**src/rtl/wb_arbiter_if.sv**
```systemverilog
// wb_arbiter_if: bundle of the writeback arbiter's functional-unit inputs
// and register-file outputs.
//   au_*      : arithmetic-unit result and its ready back-pressure
//   lsu_*     : load/store-unit load result (never back-pressured)
//   flush     : discard buffered, uncommitted AU results
//   rf_*      : registered register-file write port
//   fifo_count: number of buffered AU results
// Modports: master drives the inputs and observes the outputs (execute
// stage / bench); slave is the arbiter itself.
interface wb_arbiter_if #(
    parameter int AU_FIFO_DEPTH = 2,
    parameter int WORD_SIZE     = 32
);
    localparam int CNT_W = $clog2(AU_FIFO_DEPTH) + 1;

    logic                 au_valid;
    logic                 au_wen;
    logic [4:0]           au_rd;
    logic [WORD_SIZE-1:0] au_wdata;
    logic                 au_ready;
    logic                 lsu_valid;
    logic [4:0]           lsu_rd;
    logic [WORD_SIZE-1:0] lsu_wdata;
    logic                 flush;
    logic                 rf_wen;
    logic [4:0]           rf_rd;
    logic [WORD_SIZE-1:0] rf_wdata;
    logic [CNT_W-1:0]     fifo_count;

    modport master (
        output au_valid, au_wen, au_rd, au_wdata,
        output lsu_valid, lsu_rd, lsu_wdata, flush,
        input  au_ready, rf_wen, rf_rd, rf_wdata, fifo_count
    );

    modport slave (
        input  au_valid, au_wen, au_rd, au_wdata,
        input  lsu_valid, lsu_rd, lsu_wdata, flush,
        output au_ready, rf_wen, rf_rd, rf_wdata, fifo_count
    );
endinterface

```
**src/rtl/wb_arbiter.sv**
```systemverilog
// wb_arbiter: commits one integer register-file write per cycle, choosing
// between the LSU load result, the oldest buffered AU result and a bypassed
// incoming AU result (in that priority). AU results that lose to the LSU wait
// in an in-order circular FIFO; au_ready back-pressures issue when it is full.
// Ports:
//   CLK  : clock, all state on the rising edge
//   nRST : asynchronous active-low reset
//   bus  : wb_arbiter_if.slave (AU/LSU inputs, flush, rf_* outputs,
//          au_ready, fifo_count)
module wb_arbiter #(
    parameter int AU_FIFO_DEPTH = 2,
    parameter int WORD_SIZE     = 32
) (
    input  logic         CLK,
    input  logic         nRST,
    wb_arbiter_if.slave  bus
);
    localparam int PTR_W = $clog2(AU_FIFO_DEPTH);
    localparam int CNT_W = PTR_W + 1;
    localparam logic [CNT_W-1:0] DEPTH_C = CNT_W'(AU_FIFO_DEPTH);

    typedef struct packed {
        logic [4:0]           rd;
        logic [WORD_SIZE-1:0] data;
    } entry_t;

    entry_t               mem [AU_FIFO_DEPTH];
    logic [PTR_W-1:0]     wr_ptr, rd_ptr;
    logic [CNT_W-1:0]     count;
    logic                 rf_wen_q;
    logic [4:0]           rf_rd_q;
    logic [WORD_SIZE-1:0] rf_wdata_q;

    logic   lsu_take, fifo_empty, head_pop, ready;
    logic   au_live, bypass, push, sel_valid;
    entry_t sel_entry, au_entry;

    // NOTE: every signal written here gets a default first so no path can
    // leave it unassigned and infer a latch.
    always_comb begin
        // A zero-destination load is filtered before selection, so it never
        // occupies the write port.
        lsu_take   = bus.lsu_valid && (bus.lsu_rd != 5'd0);
        fifo_empty = (count == '0);
        head_pop   = !lsu_take && !fifo_empty;
        // A slot frees when the head leaves this cycle, so a full FIFO can
        // still accept. Flush blocks the AU input outright.
        ready      = !bus.flush && ((count < DEPTH_C) || head_pop);
        au_live    = bus.au_valid && ready && bus.au_wen && (bus.au_rd != 5'd0);
        // Bypass only with an empty FIFO so AU results stay in issue order.
        bypass     = au_live && !lsu_take && fifo_empty;
        push       = au_live && !bypass;
        au_entry   = '{rd: bus.au_rd, data: bus.au_wdata};

        sel_valid  = 1'b0;
        sel_entry  = '0;
        if (lsu_take) begin
            sel_valid = 1'b1;
            sel_entry = '{rd: bus.lsu_rd, data: bus.lsu_wdata};
        end else if (head_pop) begin
            // The head still leaves during a flush but is not written.
            sel_valid = !bus.flush;
            sel_entry = mem[rd_ptr];
        end else if (bypass) begin
            sel_valid = 1'b1;
            sel_entry = au_entry;
        end
    end

    // NOTE: sequential state uses non-blocking assignments so every register
    // samples the pre-edge values of the others.
    always_ff @(posedge CLK or negedge nRST) begin
        if (!nRST) begin
            wr_ptr     <= '0;
            rd_ptr     <= '0;
            count      <= '0;
            rf_wen_q   <= 1'b0;
            rf_rd_q    <= '0;
            rf_wdata_q <= '0;
        end else begin
            if (bus.flush) begin
                wr_ptr <= '0;
                rd_ptr <= '0;
                count  <= '0;
            end else begin
                // Power-of-two depth: pointers wrap by natural overflow.
                if (push)     wr_ptr <= wr_ptr + PTR_W'(1);
                if (head_pop) rd_ptr <= rd_ptr + PTR_W'(1);
                case ({push, head_pop})
                    2'b10:   count <= count + CNT_W'(1);
                    2'b01:   count <= count - CNT_W'(1);
                    default: count <= count;
                endcase
            end
            rf_wen_q <= sel_valid;
            if (sel_valid) begin
                rf_rd_q    <= sel_entry.rd;
                rf_wdata_q <= sel_entry.data;
            end
        end
    end

    // NOTE: the storage array has no reset; count and pointers define which
    // entries are live, so stale contents are never observed.
    always_ff @(posedge CLK) begin
        if (push) mem[wr_ptr] <= au_entry;
    end

    assign bus.au_ready   = ready;
    assign bus.fifo_count = count;
    assign bus.rf_wen     = rf_wen_q;
    assign bus.rf_rd      = rf_rd_q;
    assign bus.rf_wdata   = rf_wdata_q;
endmodule

```
**src/flat_wrapper.sv**
```systemverilog
// flat-port wrapper written by rule: the top's interface ports become plain ports
module wb_arbiter_flat 
#(
    parameter int AU_FIFO_DEPTH = 2,
    parameter int WORD_SIZE     = 32
)
  (CLK, nRST, bus_au_valid, bus_au_wen, bus_au_rd, bus_au_wdata, bus_lsu_valid, bus_lsu_rd, bus_lsu_wdata, bus_flush, bus_au_ready, bus_rf_wen, bus_rf_rd, bus_rf_wdata, bus_fifo_count);
  wb_arbiter_if #(.AU_FIFO_DEPTH(AU_FIFO_DEPTH), .WORD_SIZE(WORD_SIZE)) bus_i ();
  input  logic CLK;
  input  logic nRST;
  input wire logic [$bits(bus_i.au_valid)-1:0] bus_au_valid;
  input wire logic [$bits(bus_i.au_wen)-1:0] bus_au_wen;
  input wire logic [$bits(bus_i.au_rd)-1:0] bus_au_rd;
  input wire logic [$bits(bus_i.au_wdata)-1:0] bus_au_wdata;
  input wire logic [$bits(bus_i.lsu_valid)-1:0] bus_lsu_valid;
  input wire logic [$bits(bus_i.lsu_rd)-1:0] bus_lsu_rd;
  input wire logic [$bits(bus_i.lsu_wdata)-1:0] bus_lsu_wdata;
  input wire logic [$bits(bus_i.flush)-1:0] bus_flush;
  output wire logic [$bits(bus_i.au_ready)-1:0] bus_au_ready;
  output wire logic [$bits(bus_i.rf_wen)-1:0] bus_rf_wen;
  output wire logic [$bits(bus_i.rf_rd)-1:0] bus_rf_rd;
  output wire logic [$bits(bus_i.rf_wdata)-1:0] bus_rf_wdata;
  output wire logic [$bits(bus_i.fifo_count)-1:0] bus_fifo_count;
  assign bus_i.au_valid = bus_au_valid;
  assign bus_i.au_wen = bus_au_wen;
  assign bus_i.au_rd = bus_au_rd;
  assign bus_i.au_wdata = bus_au_wdata;
  assign bus_i.lsu_valid = bus_lsu_valid;
  assign bus_i.lsu_rd = bus_lsu_rd;
  assign bus_i.lsu_wdata = bus_lsu_wdata;
  assign bus_i.flush = bus_flush;
  assign bus_au_ready = bus_i.au_ready;
  assign bus_rf_wen = bus_i.rf_wen;
  assign bus_rf_rd = bus_i.rf_rd;
  assign bus_rf_wdata = bus_i.rf_wdata;
  assign bus_fifo_count = bus_i.fifo_count;
  wb_arbiter #(.AU_FIFO_DEPTH(AU_FIFO_DEPTH), .WORD_SIZE(WORD_SIZE)) u_core (.CLK(CLK), .nRST(nRST), .bus(bus_i));
endmodule
```
**config.mk**
```make
export PLATFORM = sky130hd
export DESIGN_NAME = wb_arbiter_flat
export DESIGN_NICKNAME = d
export VERILOG_FILES = /design/src/rtl/wb_arbiter_if.sv /design/src/rtl/wb_arbiter.sv /design/src/flat_wrapper.sv
export SDC_FILE = /design/constraint.sdc
export NUM_CORES = 1
export LEC_CHECK = 0
export ABC_AREA = 1
export CAP_MARGIN = 25
export CORE_UTILIZATION = 34
export DETAILED_ROUTE_END_ITERATION = 8
export DONT_BUFFER_PORTS = 1
export HOLD_SLACK_MARGIN = 0.08
export PLACE_DENSITY = 0.52
export SETUP_SLACK_MARGIN = 0.02
export SYNTH_ARGS = -nofsm -noshare
export SYNTH_HDL_FRONTEND = slang
export SYNTH_SLANG_ARGS = --single-unit
```
**constraint.sdc**
```tcl
create_clock -name CLK -period 3.51 [get_ports CLK]
set_input_delay 0.702 -clock CLK [delete_from_list [all_inputs] [get_ports CLK]]
set_output_delay 0.702 -clock CLK [all_outputs]
set_load 0.05 [all_outputs]
```
==> flow_metrics.tcl, run 1 <==
set metrics [dict create \
    die_h_microns 129.3 \
    start_util 0.3482 \
    design_area_sq_mm 0.006276 \
    track_usage 0.1655 \
    grt_pass1_vias 3842 \
    synth_area_leader_cell "edfxtp_1" \
    synth.distinct_cells 23 \
    viasPerCell 4.743 \
    num_antenna_cells 0 \
    arrival_ns 1.72 \
    cts_max_path_buffers 2 \
    antenna_found_initial 0 \
    path_cells "nand3_2 -> nand2_1 -> inv_1 -> buf_4" \
    synthTopCellsByArea "edfxtp_1 (40%), dfrtp_1 (19%), nand2_1 (13%), nand3_1 (7.3%), a21oi_1 (3.4%)" \
    place_area_sq_mm 0.005658 \
    cp_max_fo 6 \
    synth_edf_count 74 \
    cp_data_required_time_ns 2.81 \
    avgSynthCellArea_sq_um 8.991 \
    hold_path_class "in -> async" \
    ir_drop_mv 0.3397 \
    fmax_mhz 412.3 \
    cts.htree.levels 4 \
    postCtsSetupBuffers 0 \
    startpoint_type "flip-flop" \
    grt_max_degree 76 \
    die_w_microns 129.3 \
    nets 683 \
    ioPinCount 121 \
    slew_headroom 0.4556 \
    syn-cell-area_sq_mm 0.005512 \
    period_minus_slack_ns 2.425 \
    ys_async_sr_fraction 0.3621 \
    leakage_nw 2.749 \
    drt_iter0_markers 234 \
    drt_pass1_iterations 4 \
    max_stage_delay_ns 0.75 \
    cts_sinks 116 \
    final_hold_viol_count 0 \
    cts-root-buf "clkbuf_16" \
    cpMaxStageDelayCell "dfrtp_1" \
    synth_seq_cells 116 \
    p_per_area_mw_per_mm2 701.3 \
    numPortBuffers 0 \
    grt.overflow.total 0 \
    drv_slew 0 \
    numCtsBuffers 17 \
    clk_pin_slew_ns 0.05 \
    syn_inst 613 \
    status "finished clean" \
    finalSetupViolCount 0 \
    area_growth_pct 13.87 \
    ys.flop_type "edfxtp_1" \
    yosysMostFrequentCell "nand2_1" \
    netlist.area_leader.share 0.4032 \
    clock_skew_ns 0.008929 \
    gp_congestion 0.7211 \
    tightest_slew_ns 0.8166 \
    synth_commonest_cells "nand2_1 (197), nand3_1 (80), edfxtp_1 (74), inv_1 (45), nor2_1 (44)" \
    final.period_utilization 0.6910 \
    yosysWarnings 0 \
    synth_nets 693 \
    dpl.hpwl_microns 7850 \
    die_area_sq_mm 0.01672 \
    final-instance-count-excl-fill 832 \
    drc 0 \
    grt_first_pass_wirelength_microns 20510 \
    cts_tree "built" \
    worst_skew_pair.late_latency_ns 0.41 \
    synth.yosys.seq_area_share 0.5939 \
    wl_per_cell_microns 15.63 \
    final_antenna_net_count 0 \
    drt-total-wl_microns 13010 \
    fp-row-count 46 \
    cp-end-kind "output port" \
    drive_gt1_frac 0.08929 \
    criticalPathCategory "reg -> out" \
    via_count 3946 \
    place_inst 799 \
    core_sq_mm 0.01583 \
    rsz0062_at_grt "no" \
    maxCapViolations 0 \
]
==> worst paths after layout <==
path / cells after the start / end / start / slack [ns]
setup / recovery: 4 / bus_au_ready / u_core.bus.fifo_count[1]$_DFFE_PN0P_ / 1.08
hold / removal: 1 / u_core.bus.rf_wdata[19]$_DFFE_PN0P_ / nRST / 0.15
setup reg to reg: 6 / u_core.bus.rf_rd[2]$_DFFE_PN0P_ / u_core.bus.fifo_count[1]$_DFFE_PN0P_ / 1.19
hold reg to reg: 1 / u_core.wr_ptr$_DFFE_PN0P_ / u_core.wr_ptr$_DFFE_PN0P_ / 0.58
max in group asynchronous: 1 / u_core.rd_ptr$_DFFE_PN0P_ / nRST / 3.14
min in group CLK: 0 / u_core.mem[1][15]$_DFFE_PP_ / bus_au_wdata[15] / 0.38
==> flip-flops by register name, summed over array words and instances (netlist names) <==
name / cells
u_core.wr_ptr: 1
u_core.bus.rf_wdata: 32
u_core.bus.rf_rd: 5
u_core.bus.fifo_count: 2
u_core.mem: 74
u_core.rd_ptr: 1
u_core.bus.rf_wen: 1
==> cell type report <==
type / count / area, sq um
fillers: 1580 / 9552
flip-flops and latches: 116 / 3274
well taps: 216 / 270.3
repair buffers: 10 / 145.1
clock buffers: 17 / 425.4
inverters: 48 / 180.2
multi-input cells: 410 / 1815
clock inverters: 15 / 165.2
==> cell usage in the layout (no fill, tap or decap), types with 3 or more instances in the layout <==
master / n
edfxtp_1: 74
inv_1: 45
o21ai_1: 13
buf_4: 5
o21ai_0: 27
a21oi_1: 37
nor2_1: 42
clkbuf_16: 17
bufinv_16: 3
dfrtp_1: 41
inv_2: 3
clkinv_2: 5
nand2_1: 197
clkinvlp_4: 5
buf_12: 4
nand3_1: 80
==> power by group <==
part | switching (mW) | internal (mW) | leakage, nW
combinational | 0.354 | 0.186 | 1.27
clock | 0.606 | 1.10 | 0.278
sequential | 0.553 | 1.60 | 1.20
==> worst max-delay path: cells and delay by family (launching register included) <==
kind | cells | cell delay, ns
buf+inv | 2 | 0.24
flops | 1 | 0.75
simple gates | 2 | 0.32
==> repair_timing <==
action                                  CTS  global route
endpoints found under the setup margin    0             0
resized for setup                         0             0
hold buffers                              1             0
hold endpoints to repair                 42             0
==> per-layer routing <==
metal / vias up / part of all wire / GRT usage
met5: - / 0 / 0
met2: 113 / 0.45 / 0.2615
met1: 1817 / 0.47 / 0.2135
met4: 0 / 0.014 / 0.06436
met3: 14 / 0.067 / 0.04913
li1: 2002 / - / -
==> logic make-up after synthesis <==
kind of cell | share of synthesized area
flops | 0.5939
buf+inv | 0.08241
compound gates | 0.07423
simple gates | 0.2495
==> stage by stage <==
stage          hold WS (ns)  utilization  power (mW)  setup WS (ns)  TNS (ns)
2_1_floorplan        0.4064            -       2.595        -0.1152    -8.526
3_3_place_gp         0.4075       0.3575       2.703          1.058         0
3_5_place_dp         0.4075       0.3575       2.718          1.030         0
4_1_cts              0.1297       0.3965       4.457          1.065         0
5_1_grt              0.1461       0.3965       4.606         0.9815         0
6_report             0.1453       0.3965       4.401          1.085         0
(Power assumes the default switching activity.)
==> inputs of run 2 (changes only) <==
--- a/config.mk
+++ b/config.mk
@@ -11,7 +11,7 @@
 export DETAILED_ROUTE_END_ITERATION = 8
 export DONT_BUFFER_PORTS = 1
 export HOLD_SLACK_MARGIN = 0.08
-export PLACE_DENSITY = 0.52
+export PLACE_DENSITY = 0.54
 export SETUP_SLACK_MARGIN = 0.02
 export SYNTH_ARGS = -nofsm -noshare
 export SYNTH_HDL_FRONTEND = slang
==> constraint.sdc (replaced) <==
create_clock -name CLK -period 2.2 [get_ports CLK]
set_input_delay 0.44 -clock CLK [delete_from_list [all_inputs] [get_ports CLK]]
set_output_delay 0.44 -clock CLK [all_outputs]
set_load 0.05 [all_outputs]
==> run 2 against run 1 <==
Against the previous run:
- wire length rose by 6.6%
- utilization rose by 0.93 points
- final cell count rose by 0.96%
- largest cell class unchanged
- worst setup slack got worse by 0.97 ns
- worst hold slack got worse by 0.036 ns
- global-route usage rose by 1.0 points
- sequential cell count did not move
- critical path type unchanged
- first-iteration DRC count fell by 19%
- highest routed layer unchanged
- die area did not move
- total power rose by 67%
==> flow_metrics.tcl, run 2 (synthesis gave the netlist of run 1 again) <==
set metrics [dict create \
    status "finished clean" \
    drt_iter0_markers 189 \
    area_growth_pct 16.55 \
    ff2ff_setup_slack_ns 0.40 \
    clk_pin_slew_ns 0.06 \
    cp-end-kind "output port" \
    final.period_utilization 0.9501 \
    grt.overflow.total 0 \
    leakage_nw 2.812 \
    cts_tree "built" \
    num_antenna_cells 0 \
    cts_sinks 116 \
    cts_max_path_buffers 2 \
    regMostFlops "u_core.mem" \
    hold_path_class "in -> reg" \
    start_util 0.3482 \
    cp_max_fo 4 \
    final_antenna_net_count 0 \
    ioPinCount 121 \
    p_per_area_mw_per_mm2 1143 \
    die_h_microns 129.3 \
    antenna_found_initial 0 \
    worst_skew_pair.late_latency_ns 0.42 \
    ir_drop_mv 0.5760 \
    die_w_microns 129.3 \
    drt-total-wl_microns 13870 \
    mostFrequentLayoutCells "nand2_1 (196), nand3_1 (79), edfxtp_1 (74)" \
    core_sq_mm 0.01583 \
    place_area_sq_mm 0.005743 \
    ctsResizeCount 0 \
    clock_skew_ns 0.005373 \
    drc 0 \
    numPortBuffers 0 \
    place_inst 806 \
    design_area_sq_mm 0.006424 \
    drive_gt1_frac 0.1074 \
    dpl.hpwl_microns 8579 \
    maxCapViolations 0 \
    critical_path.startpoint "u_core.bus.fifo_count[1]$_DFFE_PN0P_" \
    cts-root-buf "clkbuf_16" \
    period_minus_slack_ns 2.090 \
    slew_headroom 0.4852 \
    fp-row-count 46 \
    timing.hold.ws_ns 0.1092 \
    nets 691 \
    gp_congestion 0.7647 \
    grt_max_degree 76 \
    finalSetupViolCount 0 \
    fmax_mhz 478.4 \
    total_power_mw 7.345 \
    grt_first_pass_wirelength_microns 21640 \
    largest_reg_flops 74 \
    final-instance-count-excl-fill 840 \
    cp_data_required_time_ns 1.76 \
    reg2reg_depth 7 \
    viasPerCell 4.876 \
    via_count 4096 \
    drt_pass1_iterations 4 \
    rsz0062_at_grt "no" \
    final_hold_viol_count 0 \
    hold_depth 0 \
    track_usage 0.1759 \
    r2r-start "u_core.bus.fifo_count[1]$_DFFE_PN0P_" \
    arrival_ns 1.65 \
    pre_cts_ws_ns 0.3590 \
    numCtsBuffers 17 \
    postCtsSetupBuffers 0 \
    tns_ns 0 \
    startpoint_type "flip-flop" \
    wl_per_cell_microns 16.51 \
    tightest_slew_ns 0.7711 \
    drv_slew 0 \
    endpoint "bus_au_ready" \
    die_area_sq_mm 0.01672 \
    criticalPathCategory "reg -> out" \
    utilization 0.4059 \
    fin_ws_ns 0.1098 \
    grt_pass1_vias 4054 \
    final_common_cell "nand2_1" \
    r2r-end "u_core.bus.rf_wdata[19]$_DFFE_PN0P_" \
    cts.htree.levels 4 \
]
==> run 2: where the power goes <==
group | internal [mW] | switching [mW]
clock network | 1.94 | 1.06
logic | 0.316 | 0.608
registers | 2.55 | 0.878
==> run 2: per-layer routing <==
layer / GRT usage / up-vias / routed length [microns]
met2: 0.2891 / 124 / 6635
met1: 0.2102 / 1940 / 5912
met4: 0.06782 / 0 / 242
met5: 0 / - / 0
li1: - / 2014 / -
met3: 0.06400 / 18 / 1076
==> run 2: how the worst min path moves through the flow <==
stage | start | end | slack (ns)
4_1_cts | bus_au_wdata[2] | u_core.mem[1][2]$_DFFE_PP_ | 0.09
3_5_place_dp | nRST | u_core.bus.rf_wdata[15]$_DFFE_PN0P_ | 0.15
5_1_grt | bus_au_wdata[2] | u_core.mem[1][2]$_DFFE_PP_ | 0.09
2_1_floorplan | nRST | u_core.bus.fifo_count[0]$_DFFE_PN0P_ | 0.14
6_report | bus_au_wdata[2] | u_core.mem[1][2]$_DFFE_PP_ | 0.11
3_3_place_gp | nRST | u_core.bus.rf_wdata[14]$_DFFE_PN0P_ | 0.15
==> run 2: cell type report <==
cell class	instances	area, sq um
Timing Repair Buffer	18	220.2
Sequential cell	116	3276
Inverter	48	183.9
Fill cell	1597	9404
Multi-Input combinational cell	410	1831
Clock inverter	14	203.9
Clock buffer	18	439.2
Tap cell	216	270.3
==> run 2: what timing repair did <==
item | 4_1_cts | 5_1_grt
hold buffers | 2 | 0
endpoints found under the setup margin | 0 | 0
endpoints found under the hold margin | 42 | 0
==> run 2: critical path, stage by stage (launching register included) <==
cell        delay (ns)
dfrtp_2           0.39
buf_4             0.24
nand3_2           0.16
nand2_2           0.11
clkinvlp_4        0.11
buf_4             0.21
